File: src/rtl/alu_pkg.sv
// alu_pkg
//   Shared definitions for the ALU result path: converter state encoding,
//   default widths, the largest displayable value and the saturation
//   pattern shown when a result does not fit the display.
package alu_pkg;

    typedef enum logic [1:0] {
        IDLE  = 2'd0,
        SHIFT = 2'd1,
        DONE  = 2'd2
    } state_t;

    localparam int DIGITS_DEF = 4;
    localparam int BIN_W_DEF  = 14;

    // Largest value representable with the given number of decimal digits.
    function automatic int unsigned bcd_max(input int unsigned digits);
        int unsigned p;
        p = 1;
        for (int unsigned i = 0; i < digits; i++) begin
            p = p * 10;
        end
        return p - 1;
    endfunction

    localparam int unsigned BCD_MAX = bcd_max(DIGITS_DEF);

    localparam logic [4*DIGITS_DEF-1:0] BCD_SAT = {DIGITS_DEF{4'h9}};

endpackage

File: src/rtl/bcd_digit_adj.sv
// bcd_digit_adj
//   Double-dabble correction for one BCD digit: adds 3 when the digit is 5
//   or more, so that the following left shift carries into the next digit.
//   Ports:
//     d  in  4  digit before correction
//     q  out 4  corrected digit
module bcd_digit_adj (
    input  logic [3:0] d,
    output logic [3:0] q
);

    assign q = (d >= 4'd5) ? (d + 4'd3) : d;

endmodule

File: src/rtl/bin2bcd_seq.sv
// bin2bcd_seq
//   Sequential binary to packed-BCD converter (double dabble, one bit per
//   clock) feeding the 7-segment display stage. Values above 10^DIGITS-1
//   saturate to all nines and raise ovf.
//   Handshake: start is sampled only in IDLE; the accepting edge captures
//   bin. busy is high from that edge until the result edge; done pulses
//   for one cycle after the result edge, when bcd/ovf take their new
//   values. busy and done are never high together. start during busy is
//   dropped.
//   Ports:
//     clk, rst_n  clock, asynchronous active-low reset
//     start, bin  conversion request and operand
//     busy, done  progress / completion pulse
//     bcd, ovf    result registers, held between conversions
//     dbg_state   current FSM state (alu_pkg::state_t encoding)
module bin2bcd_seq
    import alu_pkg::*;
#(
    parameter int BIN_W  = BIN_W_DEF,
    parameter int DIGITS = DIGITS_DEF
) (
    input  logic                  clk,
    input  logic                  rst_n,
    input  logic                  start,
    input  logic [BIN_W-1:0]      bin,
    output logic                  busy,
    output logic                  done,
    output logic [4*DIGITS-1:0]   bcd,
    output logic                  ovf,
    output logic [1:0]            dbg_state
);

    localparam int BCD_W = 4 * DIGITS;
    localparam int CNT_W = $clog2(BIN_W + 1);

    localparam logic [31:0]      MAX_VAL  = 32'(bcd_max(DIGITS));
    localparam logic [CNT_W-1:0] LAST_CNT = CNT_W'(BIN_W - 1);
    localparam logic [BCD_W-1:0] SAT      = {DIGITS{4'h9}};

    state_t               state, state_nxt;
    logic [BIN_W-1:0]     sr;
    logic [BCD_W-1:0]     acc;
    logic [BCD_W-1:0]     acc_adj;
    logic [CNT_W-1:0]     cnt;
    logic                 ovf_pend;
    logic                 bin_big;

    assign dbg_state = state;
    assign bin_big   = ({{(32-BIN_W){1'b0}}, bin} > MAX_VAL);

    for (genvar g = 0; g < DIGITS; g++) begin : g_adj
        bcd_digit_adj u_adj (
            .d (acc[4*g +: 4]),
            .q (acc_adj[4*g +: 4])
        );
    end

    always_comb begin
        state_nxt = state;
        case (state)
            IDLE:    if (start) state_nxt = SHIFT;
            SHIFT:   if (cnt == LAST_CNT) state_nxt = DONE;
            DONE:    state_nxt = IDLE;
            default: state_nxt = IDLE;
        endcase
    end

    always_ff @(posedge clk or negedge rst_n) begin
        if (!rst_n) begin
            state <= IDLE;
        end else begin
            state <= state_nxt;
        end
    end

    always_ff @(posedge clk or negedge rst_n) begin
        if (!rst_n) begin
            sr       <= '0;
            acc      <= '0;
            cnt      <= '0;
            ovf_pend <= 1'b0;
            busy     <= 1'b0;
            done     <= 1'b0;
            bcd      <= '0;
            ovf      <= 1'b0;
        end else begin
            done <= 1'b0;
            case (state)
                IDLE: begin
                    if (start) begin
                        sr       <= bin;
                        acc      <= '0;
                        cnt      <= '0;
                        ovf_pend <= bin_big;
                        busy     <= 1'b1;
                    end
                end
                SHIFT: begin
                    // {acc, sr} shifted left by one after digit correction;
                    // a carry out of the top digit only happens on overflow
                    // and is dropped.
                    acc <= {acc_adj[BCD_W-2:0], sr[BIN_W-1]};
                    sr  <= {sr[BIN_W-2:0], 1'b0};
                    cnt <= cnt + 1'b1;
                end
                DONE: begin
                    bcd  <= ovf_pend ? SAT : acc;
                    ovf  <= ovf_pend;
                    done <= 1'b1;
                    busy <= 1'b0;
                end
                default: ;
            endcase
        end
    end

endmodule

File: config.mk
export PLATFORM = sky130hd
export DESIGN_NAME = bin2bcd_seq
export DESIGN_NICKNAME = d
export VERILOG_FILES = /design/src/rtl/alu_pkg.sv /design/src/rtl/bcd_digit_adj.sv /design/src/rtl/bin2bcd_seq.sv
export SDC_FILE = /design/constraint.sdc
export NUM_CORES = 1
export LEC_CHECK = 0
export BUFFER_PORTS_ARGS = -buffer_cell sky130_fd_sc_hd__buf_2
export CORE_AREA = 10 10 90 92
export CTS_CLUSTER_SIZE = 8
export DETAILED_ROUTE_END_ITERATION = 8
export DIE_AREA = 0 0 100 102
export PLACE_DENSITY = 0.75
export SLEW_MARGIN = 20
export SYNTH_ARGS = -nofsm -noshare
export SYNTH_HDL_FRONTEND = slang
export SYNTH_HIERARCHICAL = 1
export SYNTH_SLANG_ARGS = --single-unit
File: constraint.sdc
create_clock -name clk -period 1.45 [get_ports clk]
set_input_delay 0.0725 -clock clk [delete_from_list [all_inputs] [get_ports clk]]
set_output_delay 0.0725 -clock clk [all_outputs]
set_load 0.05 [all_outputs]
==> results of run 1 <==
[final timing paths]
check | slack, ns | startpoint | end
max in group asynchronous | 0.70 | rst_n | bcd[12]$_DFFE_PN0P_
min | 0.02 | bin[13] | sr[13]$_DFFE_PN0P_
max reg2reg | 0.09 | acc[1]$_DFFE_PN0P_ | acc[2]$_DFFE_PN0P_
min reg2reg | 0.48 | bcd[11]$_DFFE_PN0P_ | bcd[11]$_DFFE_PN0P_
min in group asynchronous | 0.24 | rst_n | sr[7]$_DFFE_PN0P_
max | 0.09 | acc[1]$_DFFE_PN0P_ | acc[2]$_DFFE_PN0P_
[per-stage QoR]
stage               instance area (sq um)  utilization (%)  setup slack, ns
CTS                                  3300             52.5           0.0561
finish                               3330             53.1           0.0872
global placement                     3170             50.5            0.125
floorplan                            2800                -         -0.00706
detailed placement                   3170             50.5           0.0878
global route                         3330             53.1         -0.00471
[layout make-up]
type | count | area share (%)
clock buffers | 6 | 2.18
repair buffers | 59 | 12.5
inverters | 11 | 1.24
clock inverters | 2 | 1.05
multi-input cells | 219 | 38.0
well taps | 77 | 2.89
flip-flops and latches | 56 | 42.1
[power breakdown]
part / leakage, nW / switching [mW] / internal [mW]
logic: 0.904 / 2.39 / 1.59
clock network: 0.0552 / 0.517 / 0.514
registers: 0.703 / 0.582 / 2.25
[registers in the layout, indices dropped and copies added (netlist names)]
| register | count |
|---|---|
| acc | 16 |
| bcd | 16 |
| sr | 14 |
| cnt | 4 |
| dbg_state | 2 |
| busy | 1 |
| done | 1 |
| ovf | 1 |
| ovf_pend | 1 |
[timing repair]
| item | 4_1_cts | 5_1_grt |
|---|---|---|
| endpoints found under the hold margin | 20 | 0 |
| gates resized for setup | 0 | 9 |
| hold buffers | 2 | 0 |
| setup buffers | 0 | 1 |
| setup endpoints to repair | 0 | 5 |
[metal layers]
metal	track usage, %	part of all wire, %
met5	0	0
met4	3.91	1.4
met3	4.59	7.3
met2	20.0	45
met1	14.3	46
[worst reg2reg max path, cell delays in order (launching register included)]
cell and delay [ns]:
dfrtp_1 0.39, inv_1 0.12, ha_2 0.24, nand2b_4 0.07, a21oi_2 0.19, mux2i_1 0.20, nand2_1 0.06, nand2_1 0.05
==> results.yml, run 1 <==
status:
  outcome: "finished clean"
setup_path:
  crit_path_max_fanout: 3
  cp.depth: 7
  critPathTopFamily: "flip-flops"
  crit_required_ns: 1.71
  start_kind: "register"
  critPathCaptureType: "register"
  r2r_cells: 7
  path_cells: "inv_1, ha_2, nand2b_4, a21oi_2, mux2i_1, nand2_1, nand2_1"
  max_stage_delay_ns: 0.39
  arrival_ns: 1.62
  path_class: "reg -> reg"
  crit_slowest_cell: "dfrtp_1"
  path_buf_inv: 1
  crit_top_cell: "nand2_1"
floorplan:
  initial_utilization_pct: 44.3
  die_area_sq_mm: 0.0102
  io_pins: 38
  core_sq_mm: 0.00628
  row_count: 29
  die_height_microns: 102
  die-width_microns: 100
sta:
  fin_skew_ns: 0.00761
  fin_crit_sh_pct: 94.0
  max_slew_margin_pct: 64.5
  slew_viol_final: 0
  finalCriticalPeriod_ns: 1.36
  hold_viol: 0
  tns_ns: 0
  hold_ws_ns: 0.0179
  tightest_slew_ns: 0.533
  grt_setup_unrepaired: "true"
  max_freq_ghz: 0.734
  finalSetupViolCount: 0
cells_and_area:
  fillers: 598
  drive_gt1_share_pct: 25.5
  seq_area_sq_mm: 0.00140
  final_common_cell: "nand2_1"
  diodes: 0
  layout_common_cells: "69 x nand2_1, 54 x dfrtp_1, 37 x buf_2"
  area_growth_pct: 19.7
  nNetsFinal: 379
  stdcell_count: 430
  multi_input_area_sq_mm: 0.00126
route:
  ant_nets: 0
  via_per_inst: 5.07
  drt_iter0_drc: 106
  first_pass_iters: 4
  post_drt_wl_per_cell_microns: 13.3
  drc: 0
  wl_microns: 5730
  vias: 2181
global_routing:
  grt_pass1_vias: 2281
  grt_use_total_pct: 12.1
  grt_pass1_wl_microns: 10200
  antenna_found_initial: 0
  overflow: 0
  grt_max_degree: 36
power:
  power.leakage_nw: 1.66
  peakVddDrop_v: 0.00129
  power.density_mw_per_mm2: 2350
  finalPower_mw: 7.83
placed_design:
  dp_hpwl_microns: 3990
  dp.cells: 419
  numPortBuffers: 37
  gp_congestion: 0.807
clock_tree:
  path_clk_slew_ns: 0.10
  root_buffer: "clkbuf_8"
  clockBufferDepth: 2
  clock-sinks: 56
  clk_latency_ns: 0.32
  cts_tree: "done"
  cts_buffers: 5
  h-tree-depth: 2
yosys:
  synthesis.instances: 304
  synth_nets: 331
  netlist_area_sq_mm: 0.00278
  synth_warnings: 6
  synth_area_per_cell_sq_um: 9.16
min_path:
  whs_path_depth: 3
  min-delay-path-class: "in -> reg"
flow_run:
  drv_cap: 0
Note: power is estimated with default switching activity, not from simulation.
==> run 2, diff against run 1 <==
- CTS_BUF_LIST: not set -> sky130_fd_sc_hd__clkbuf_4 sky130_fd_sc_hd__clkbuf_8 sky130_fd_sc_hd__clkbuf_16
==> run 2 against run 1 <==
Net effect: fmax is 0.16% lower; hold slack worse by 0.00082 ns; core utilization is 0.060 points higher; clock skew is 0.00096 ns higher; sequential power hardly changed; cell count stayed put; register-to-register slack hardly changed; sequential cell count stayed put; clock power hardly changed; first-iteration DRC count is 20% lower.
==> results.yml, run 2 (synthesis results as in run 1) <==
floorplan:
  die_area_sq_mm: 0.0102
  die-width_microns: 100
  die_height_microns: 102
  io_pins: 38
  row_count: 29
  initial_utilization_pct: 44.3
  core_sq_mm: 0.00628
sta:
  finalCriticalPeriod_ns: 1.36
  fin_crit_sh_pct: 94.1
  grt_setup_unrepaired: "true"
  hold_viol: 0
  tightest_slew_ns: 0.525
  fin_skew_ns: 0.00857
  max_slew_margin_pct: 65.0
  finalSetupViolCount: 0
  slew_viol_final: 0
  max_freq_ghz: 0.733
  worst_slack_ns: 0.0850
clock_tree:
  clk_latency_ns: 0.32
  h-tree-depth: 2
  cts_tree: "done"
  path_clk_slew_ns: 0.10
  cts_buffers: 5
  clock-sinks: 56
  root_buffer: "clkbuf_8"
  clockBufferDepth: 2
setup_path:
  crit_slowest_cell: "dfrtp_1"
  r2r_cells: 6
  start_kind: "register"
  arrival_ns: 1.63
  max_stage_delay_ns: 0.43
  critPathCaptureType: "register"
  crit_required_ns: 1.71
  r2r_end: "acc[2]$_DFFE_PN0P_"
  cp.depth: 6
  crit_path_max_fanout: 4
  path_cells: "ha_1, nand2b_4, a21oi_2, mux2i_1, nand2_1, nand2_1"
  crit_top_cell: "nand2_1"
  critPathTopFamily: "flip-flops"
  path_buf_inv: 0
  path_class: "reg -> reg"
  startpoint: "acc[0]$_DFFE_PN0P_"
  r2r_start: "acc[0]$_DFFE_PN0P_"
  reg2reg_slack_ns: 0.09
min_path:
  whs_path_depth: 3
  worstHoldEndpoint: "sr[13]$_DFFE_PN0P_"
  min-delay-path-class: "in -> reg"
  hold_start: "bin[13]"
cells_and_area:
  area_growth_pct: 19.8
  diodes: 0
  drive_gt1_share_pct: 25.8
  layout_common_cells: "69 x nand2_1, 54 x dfrtp_1, 37 x buf_2"
  finalInstanceArea_sq_mm: 0.00334
  stdcell_count: 430
  final_common_cell: "nand2_1"
  nNetsFinal: 379
  largestRegisters: "acc x16, bcd x16, sr x14"
power:
  power.density_mw_per_mm2: 2350
  power.leakage_nw: 1.67
  p_sw_mw: 3.48
  peakVddDrop_v: 0.00129
  power_switching_share_pct: 44.3
  combPwrFrac_pct: 50.6
  pwr-share-clk_pct: 13.4
  seqPwrFrac_pct: 36.0
  p_int_mw: 4.37
route:
  ant_nets: 0
  first_pass_iters: 4
  drc: 0
  via_per_inst: 5.05
  post_drt_wl_per_cell_microns: 13.3
  drt_iter0_drc: 85
  wl_microns: 5710
  vias: 2173
global_routing:
  antenna_found_initial: 0
  grt_use_total_pct: 12.1
  overflow: 0
  grt_pass1_vias: 2283
  grt_max_degree: 36
  grt_pass1_wl_microns: 10200
placed_design:
  dp_hpwl_microns: 3990
  dp.cells: 419
  dp_slack_ns: 0.0878
  numPortBuffers: 37
  postPlaceCellArea_sq_mm: 0.00317
  gp_congestion: 0.807
flow_run:
  drv_cap: 0
status:
  outcome: "finished clean"
[run 2: how the worst max path moves through the flow]
stage	endpoint	slack, ns
6_report	acc[2]$_DFFE_PN0P_	0.09
2_1_floorplan	sr[6]$_DFFE_PN0P_	-0.007
4_1_cts	acc[2]$_DFFE_PN0P_	0.06
5_1_grt	acc[2]$_DFFE_PN0P_	-0.006
3_3_place_gp	acc[14]$_DFFE_PN0P_	0.13
3_5_place_dp	acc[2]$_DFFE_PN0P_	0.09
[run 2: power groups by stage]
stage	logic, mW	clock network (mW)	registers, mW
2_1_floorplan	2.22	0	3.48
3_3_place_gp	3.78	0	2.81
3_5_place_dp	3.89	0	2.85
4_1_cts	3.91	1.07	2.82
5_1_grt	4.49	1.14	2.93
6_report	3.97	1.05	2.83
[run 2: routing by layer]
metal | track usage [%] | wire length (microns) | vias to the layer above
met5 | 0 | 0 | -
met4 | 3.91 | 68 | 0
met3 | 4.59 | 426 | 5
met2 | 19.9 | 2550 | 55
met1 | 14.3 | 2670 | 1009
li1 | - | - | 1104
[run 2: layout make-up]
| class | count | area, sq um |
|---|---|---|
| inverters | 11 | 41.3 |
| clock inverters | 2 | 35.0 |
| fillers | 599 | 2940 |
| multi-input cells | 219 | 1260 |
| flip-flops and latches | 56 | 1400 |
| repair buffers | 59 | 418 |
| clock buffers | 6 | 76.3 |
| well taps | 77 | 96.3 |
[run 2: worst min-delay path, stage by stage]
cell     delay, ns
buf_2         0.09
a22oi_1       0.06
nand2_1       0.07
[run 2: per-stage QoR]
step	util (%)	setup TNS, ns	power (mW)	hold slack [ns]
after floorplan	-	-0.0576	5.69	-0.223
after global placement	50.5	0	6.59	0.0616
after detailed placement	50.5	0	6.74	0.0636
after CTS	52.6	0	7.80	0.00399
after global routing	53.1	-0.00583	8.57	0.0151
final	53.1	0	7.84	0.0171
[run 2: timing repair]
action	4_1_cts	5_1_grt
hold buffers	2	0
endpoints found under the hold margin	20	0
resized for setup	0	9
setup endpoints to repair	0	5
buffers inserted	0	1
